**src/rtl/fetch_stage.sv**
```systemverilog
// Instruction-fetch stage: owns the PC, drives a req/ack instruction-memory
// port and presents {instr, pc, valid} to the decoder through an IF/ID
// register backed by a one-entry skid buffer.
module fetch_stage #(
    parameter logic [31:0] RESET_PC  = 32'h0000_0000,
    parameter logic [31:0] NOP_INSTR = 32'h0000_0013
) (
    input  logic        clk_i,
    input  logic        rst_i,
    input  logic        stall_i,
    input  logic        flush_i,
    input  logic        redirect_i,
    input  logic [31:0] redirect_pc_i,
    output logic        imem_req_o,
    output logic [31:0] imem_addr_o,
    input  logic        imem_ack_i,
    input  logic [31:0] imem_rdata_i,
    output logic [31:0] instr_o,
    output logic [31:0] pc_o,
    output logic        valid_o
);

    // StDrop: a redirect hit an in-flight request; wait for its ack and discard it
    typedef enum logic {
        StFetch,
        StDrop
    } state_e;

    state_e      state_q, state_d;
    logic [31:0] fetch_pc_q, fetch_pc_d;
    logic [31:0] pending_pc_q, pending_pc_d;
    logic        req_pend_q, req_pend_d;
    logic [31:0] buf_instr_q, buf_instr_d;
    logic [31:0] buf_pc_q, buf_pc_d;
    logic        buf_valid_q, buf_valid_d;
    logic [31:0] instr_q, instr_d;
    logic [31:0] pc_q, pc_d;
    logic        valid_q, valid_d;

    logic        start_ok;
    logic        ack;
    logic        capture;
    logic        ifid_free;
    logic [31:0] redirect_tgt;

    // Request control: a raised request stays up until acked, whatever stall does
    always_comb begin
        start_ok     = (state_q == StFetch) && !buf_valid_q && !(valid_q && stall_i);
        imem_req_o   = rst_i && (req_pend_q || start_ok);
        imem_addr_o  = fetch_pc_q;
        ack          = imem_req_o && imem_ack_i;
        req_pend_d   = imem_req_o && !imem_ack_i;
        redirect_tgt = redirect_pc_i & ~32'h0000_0003;
        capture      = (state_q == StFetch) && ack && !redirect_i;
        ifid_free    = !valid_q || !stall_i;
    end

    // PC / state next-state: redirect during an in-flight request parks the target
    always_comb begin
        state_d      = state_q;
        fetch_pc_d   = fetch_pc_q;
        pending_pc_d = pending_pc_q;
        unique case (state_q)
            StFetch: begin
                if (redirect_i) begin
                    if (imem_req_o && !imem_ack_i) begin
                        pending_pc_d = redirect_tgt;
                        state_d      = StDrop;
                    end else begin
                        fetch_pc_d = redirect_tgt;
                    end
                end else if (ack) begin
                    fetch_pc_d = fetch_pc_q + 32'd4;
                end
            end
            StDrop: begin
                if (ack) begin
                    // A redirect coinciding with the dropped ack is the newest target
                    fetch_pc_d = redirect_i ? redirect_tgt : pending_pc_q;
                    state_d    = StFetch;
                end else if (redirect_i) begin
                    pending_pc_d = redirect_tgt;
                end
            end
            default: state_d = StFetch;
        endcase
    end

    // IF/ID and skid buffer next-state: flush > redirect > buffer drain > capture
    always_comb begin
        instr_d     = instr_q;
        pc_d        = pc_q;
        valid_d     = valid_q;
        buf_instr_d = buf_instr_q;
        buf_pc_d    = buf_pc_q;
        buf_valid_d = buf_valid_q;
        if (flush_i) begin
            valid_d     = 1'b0;
            instr_d     = NOP_INSTR;
            buf_valid_d = 1'b0;
        end else if (redirect_i) begin
            buf_valid_d = 1'b0;
        end else if (buf_valid_q && !stall_i) begin
            instr_d     = buf_instr_q;
            pc_d        = buf_pc_q;
            valid_d     = 1'b1;
            buf_valid_d = 1'b0;
        end else if (capture) begin
            if (ifid_free) begin
                instr_d = imem_rdata_i;
                pc_d    = fetch_pc_q;
                valid_d = 1'b1;
            end else begin
                buf_instr_d = imem_rdata_i;
                buf_pc_d    = fetch_pc_q;
                buf_valid_d = 1'b1;
            end
        end
    end

    // State registers with synchronous active-low reset
    always_ff @(posedge clk_i) begin
        if (!rst_i) begin
            state_q      <= StFetch;
            fetch_pc_q   <= RESET_PC;
            pending_pc_q <= 32'h0;
            req_pend_q   <= 1'b0;
            buf_instr_q  <= NOP_INSTR;
            buf_pc_q     <= 32'h0;
            buf_valid_q  <= 1'b0;
            instr_q      <= NOP_INSTR;
            pc_q         <= 32'h0;
            valid_q      <= 1'b0;
        end else begin
            state_q      <= state_d;
            fetch_pc_q   <= fetch_pc_d;
            pending_pc_q <= pending_pc_d;
            req_pend_q   <= req_pend_d;
            buf_instr_q  <= buf_instr_d;
            buf_pc_q     <= buf_pc_d;
            buf_valid_q  <= buf_valid_d;
            instr_q      <= instr_d;
            pc_q         <= pc_d;
            valid_q      <= valid_d;
        end
    end

    assign instr_o = instr_q;
    assign pc_o    = pc_q;
    assign valid_o = valid_q;

endmodule

```
**config.mk**
```make
export PLATFORM = sky130hd
export DESIGN_NAME = fetch_stage
export DESIGN_NICKNAME = d
export VERILOG_FILES = /design/src/rtl/fetch_stage.sv
export SDC_FILE = /design/constraint.sdc
export NUM_CORES = 1
export LEC_CHECK = 0
export BUFFER_PORTS_ARGS = -buffer_cell sky130_fd_sc_hd__buf_4
export CAP_MARGIN = 10
export CORE_MARGIN = 10
export CORE_UTILIZATION = 40
export CTS_CLUSTER_SIZE = 30
export DETAILED_ROUTE_END_ITERATION = 7
export HOLD_SLACK_MARGIN = 0.05
export PLACE_DENSITY = 0.72
export SLEW_MARGIN = 5
export SYNTH_ARGS = -nofsm -noshare
export SYNTH_HDL_FRONTEND = slang
export SYNTH_SLANG_ARGS = --single-unit
```
**constraint.sdc**
```tcl
create_clock -name clk_i -period 2.8 [get_ports clk_i]
set_clock_uncertainty 0.15 [all_clocks]
set_input_delay 0.56 -clock clk_i [delete_from_list [all_inputs] [get_ports clk_i]]
set_output_delay 0.56 -clock clk_i [all_outputs]
set_load 0.005 [all_outputs]
```
==> results.yml <==
worst_setup_path:
  cp_max_fo: 9
  path_depth: 5
  crit_path_start_kind: "flop"
  critPathCaptureType: "flop"
  cpLargestDelayFamily: "simple AND/OR/NAND/NOR gates"
  setup.worst_path.class: "reg2reg"
  cp.arrival_ns: 2.57
  required_ns: 2.98
  rr_endpoint: "imem_addr_o[14]$_SDFFE_PN0P_"
  rrSetupSlack_ns: 0.41
  reg2reg_depth: 5
  cp_cell_sequence: "nand3_1 > nor3_2 > nand4_1 > o31a_1 > o32ai_1"
  critPathBufInv: 0
  critPathMaxStageDelay_ns: 0.60
  slowest_stage: "dfxtp_1"
  r2r_start: "imem_addr_o[4]$_SDFFE_PN0P_"
sta:
  rsz0062_at_grt: "no"
  worst_slack_ns: 0.413
  fmax_mhz: 419
  worstMarginPinSlew_ns: 0.610
  finalMaxSlewViolations: 0
  hold_viol: 0
  period_share_pct: 85.3
  setup_viol: 0
  max-slew-margin-rel_pct: 59.0
  min_period_ns: 2.39
  fin_tns_setup_ns: 0
clock_tree:
  cts_hold_buf: 0
  numCtsBuffers: 17
  clk_pin_slew_ns: 0.08
  clk-insertion-delay-late_ns: 0.43
  clock_sinks: 196
  clockBufferDepth: 2
  post-cts-setup-buffer-count: 0
  htreeDepth: 4
  cts_root_buf: "clkbuf_16"
  post_cts_resized: 0
  cts_tree: "built"
finish:
  insertedDiodeCount: 0
  final_area_um2: 10800
  fin_util_pct: 50.7
  final_cells: 1462
  drive_gt1_share_pct: 20.7
  fillers: 2012
  syn_to_final_growth_pct: 23.6
  nets: 1245
synth:
  synth_area_um2: 8710
  synth.distinct_cells: 58
  yosys.area_share.simple_pct: 23.4
  synth_cells: 1057
  synth_fa_ha_area_share_pct: 0.144
  syn-num-nets: 1128
  synth_edf_count: 0
  synth_xor_xnor_area_share_pct: 0.201
  synth_compound_area_share_pct: 18.6
  ys_warn_count: 0
  ys.flop_type: "dfxtp_1"
  yosysSeqAreaShare_pct: 45.1
  synthMuxAreaShare_pct: 7.70
  ys_ff_latch: 196
  avgSynthCellArea_um2: 8.24
  async_flop_share_pct: 0
  synth_top_family_by_area: "simple AND/OR/NAND/NOR gates"
power_and_ir_drop:
  swShare_pct: 27.2
  clkPwrFrac_pct: 38.8
  internal_power_uw: 4330
  ir_drop_v: 0.000331
  p_comb_share_pct: 11.2
  power.density_nw_per_um2: 552
  seq_power_share_pct: 50.0
  p_switching_uw: 1620
  p_leak_uw: 0.00471
placed_design:
  dp_cells: 1430
  io_buffers: 165
  placed_area_um2: 10200
  gp_congestion: 0.914
  dp_hpwl_mm: 17.3
  post-place-ws_ns: 0.280
floorplanning:
  ios: 168
  die_y_um: 168
  fp.dieW_um: 168
  core_area_um2: 21200
  fp-row-count: 53
  die-area_um2: 28100
  start_util_pct: 41.0
status:
  run_status: "completed"
global_route:
  antenna_found_initial: 0
  grt_pass1_wl_mm: 39.9
  grt.overflow.total: 0
  grt_max_degree: 131
  track_usage_pct: 17.1
  grt_pass1_vias: 7275
detailed_routing:
  num_vias: 7936
  wirelength_mm: 25.0
  drc: 0
  ant_nets: 0
  routedWlPerCell_um: 17.1
  drt_iter0_drc: 743
  vias_per_cell: 5.43
  dr.pass1.iters: 5
run:
  cap_violations: 0
min_path:
  hp-start: "imem_rdata_i[24]"
  worstHoldEndpoint: "buf_instr_q[24]$_SDFFE_PN0P_"
  min_path_cells: 3
  min_path_type: "in2reg"
worst max path at each step:
stage                                startpoint                            to  slack (ns)
detailed placement                      stall_i     buf_pc_q[13]$_SDFFE_PN0P_        0.28
finish              imem_addr_o[4]$_SDFFE_PN0P_  imem_addr_o[14]$_SDFFE_PN0P_        0.41
floorplan                            redirect_i   buf_instr_q[0]$_SDFFE_PN1P_        0.56
global placement                        stall_i     buf_pc_q[29]$_SDFFE_PN0P_        0.29
CTS                 imem_addr_o[4]$_SDFFE_PN0P_  imem_addr_o[28]$_SDFFE_PN0P_        0.46
global route        imem_addr_o[4]$_SDFFE_PN0P_  imem_addr_o[28]$_SDFFE_PN0P_        0.26
cell families after synthesis:
| group | count (synthesis) |
|---|---|
| AOI/OAI and AO/OA | 246 |
| xor gates and xnor gates | 2 |
| adders and majority gates | 1 |
| buffers and inverters | 102 |
| DFF | 196 |
| muxes | 67 |
| and+or+nand+nor | 443 |
final cells by class:
cell class | instances | area, um2 | area share (%)
tap | 275 | 344 | 3.20
clock inverter | 15 | 124 | 1.15
inverter | 6 | 22.5 | 0.209
multi-input combinational | 759 | 4390 | 40.7
sequential | 196 | 3920 | 36.4
timing repair buffer | 194 | 1540 | 14.3
clock buffer | 17 | 425 | 3.95
registers in the layout, indices dropped and copies added, names as in the netlist:
register / flops
buf_instr_q: 32
buf_pc_q: 32
imem_addr_o: 32
instr_o: 32
pc_o: 32
pending_pc_q: 32
buf_valid_q: 1
req_pend_q: 1
state_q: 1
valid_o: 1
power by group through the flow:
stage / Sequential, uW / Combinational, uW / Clock, uW
floorplan: 3000 / 362 / 0
global placement: 3030 / 658 / 0
detailed placement: 3030 / 666 / 0
CTS: 2970 / 668 / 2350
global route: 2980 / 737 / 2470
finish: 2970 / 668 / 2310
layer usage:
| metal | vias to the layer above | global-route usage (%) | part of all wire, % |
|---|---|---|---|
| met4 | 0 | 3.41 | 1.0 |
| li1 | 3993 | - | - |
| met5 | - | 0 | 0 |
| met1 | 3672 | 23.1 | 46 |
| met3 | 15 | 4.52 | 7.2 |
| met2 | 256 | 26.9 | 45 |
layout by cell type (no fill, tap or decap), drive strengths merged, types with 9 or more instances in the layout:
master  netlist  layout
dfxtp       196     196
buf          46     194
nand2       175     175
nand3       119     119
nor2         95      95
o21ai        68      68
mux2i        67      67
a211oi       64      64
a21oi        44      44
clkbuf       50      17
a31oi        11      11
o211ai       11      11
o31a          9       9
nand4         9       9
inv           4       9
tightest hold or removal path: stages:
cell     delay (ns)
buf_4          0.08
nand2_1        0.04
nand2_1        0.04
Yosys cell counts (3+ instances only):
library cell	n	area (um2)
a221o_1	3	30.0
a21boi_0	5	37.5
and3_1	8	50.1
clkbuf_1	48	180
o32ai_1	6	52.6
o21ai_1	8	40.0
o22ai_1	4	25.0
o21ai_0	60	300
buf_2	29	145
nand4_1	8	50.1
nor3_1	5	25.0
nor2b_1	3	18.8
nand2b_1	4	25.0
nand2_1	175	657
o211a_1	5	50.1
nor4b_1	3	26.3
or3_1	3	18.8
a31oi_1	11	68.8
a211oi_1	63	473
dfxtp_1	196	3920
buf_1	15	56.3
a21oi_1	44	220
inv_1	4	15.0
o31a_1	9	78.8
o211ai_1	10	75.1
mux2i_1	67	671
nor4_1	3	18.8
nor2_1	95	357
nand3_1	118	591
metrics by stage:
| step | hold WS (ns) | power, uW |
|---|---|---|
| 2_1_floorplan | 0.268 | 3360 |
| 4_1_cts | 0.148 | 5990 |
| 3_3_place_gp | 0.279 | 3690 |
| 5_1_grt | 0.160 | 6190 |
| 6_report | 0.169 | 5940 |
| 3_5_place_dp | 0.284 | 3700 |
Note: power is estimated with default switching activity, not from simulation.
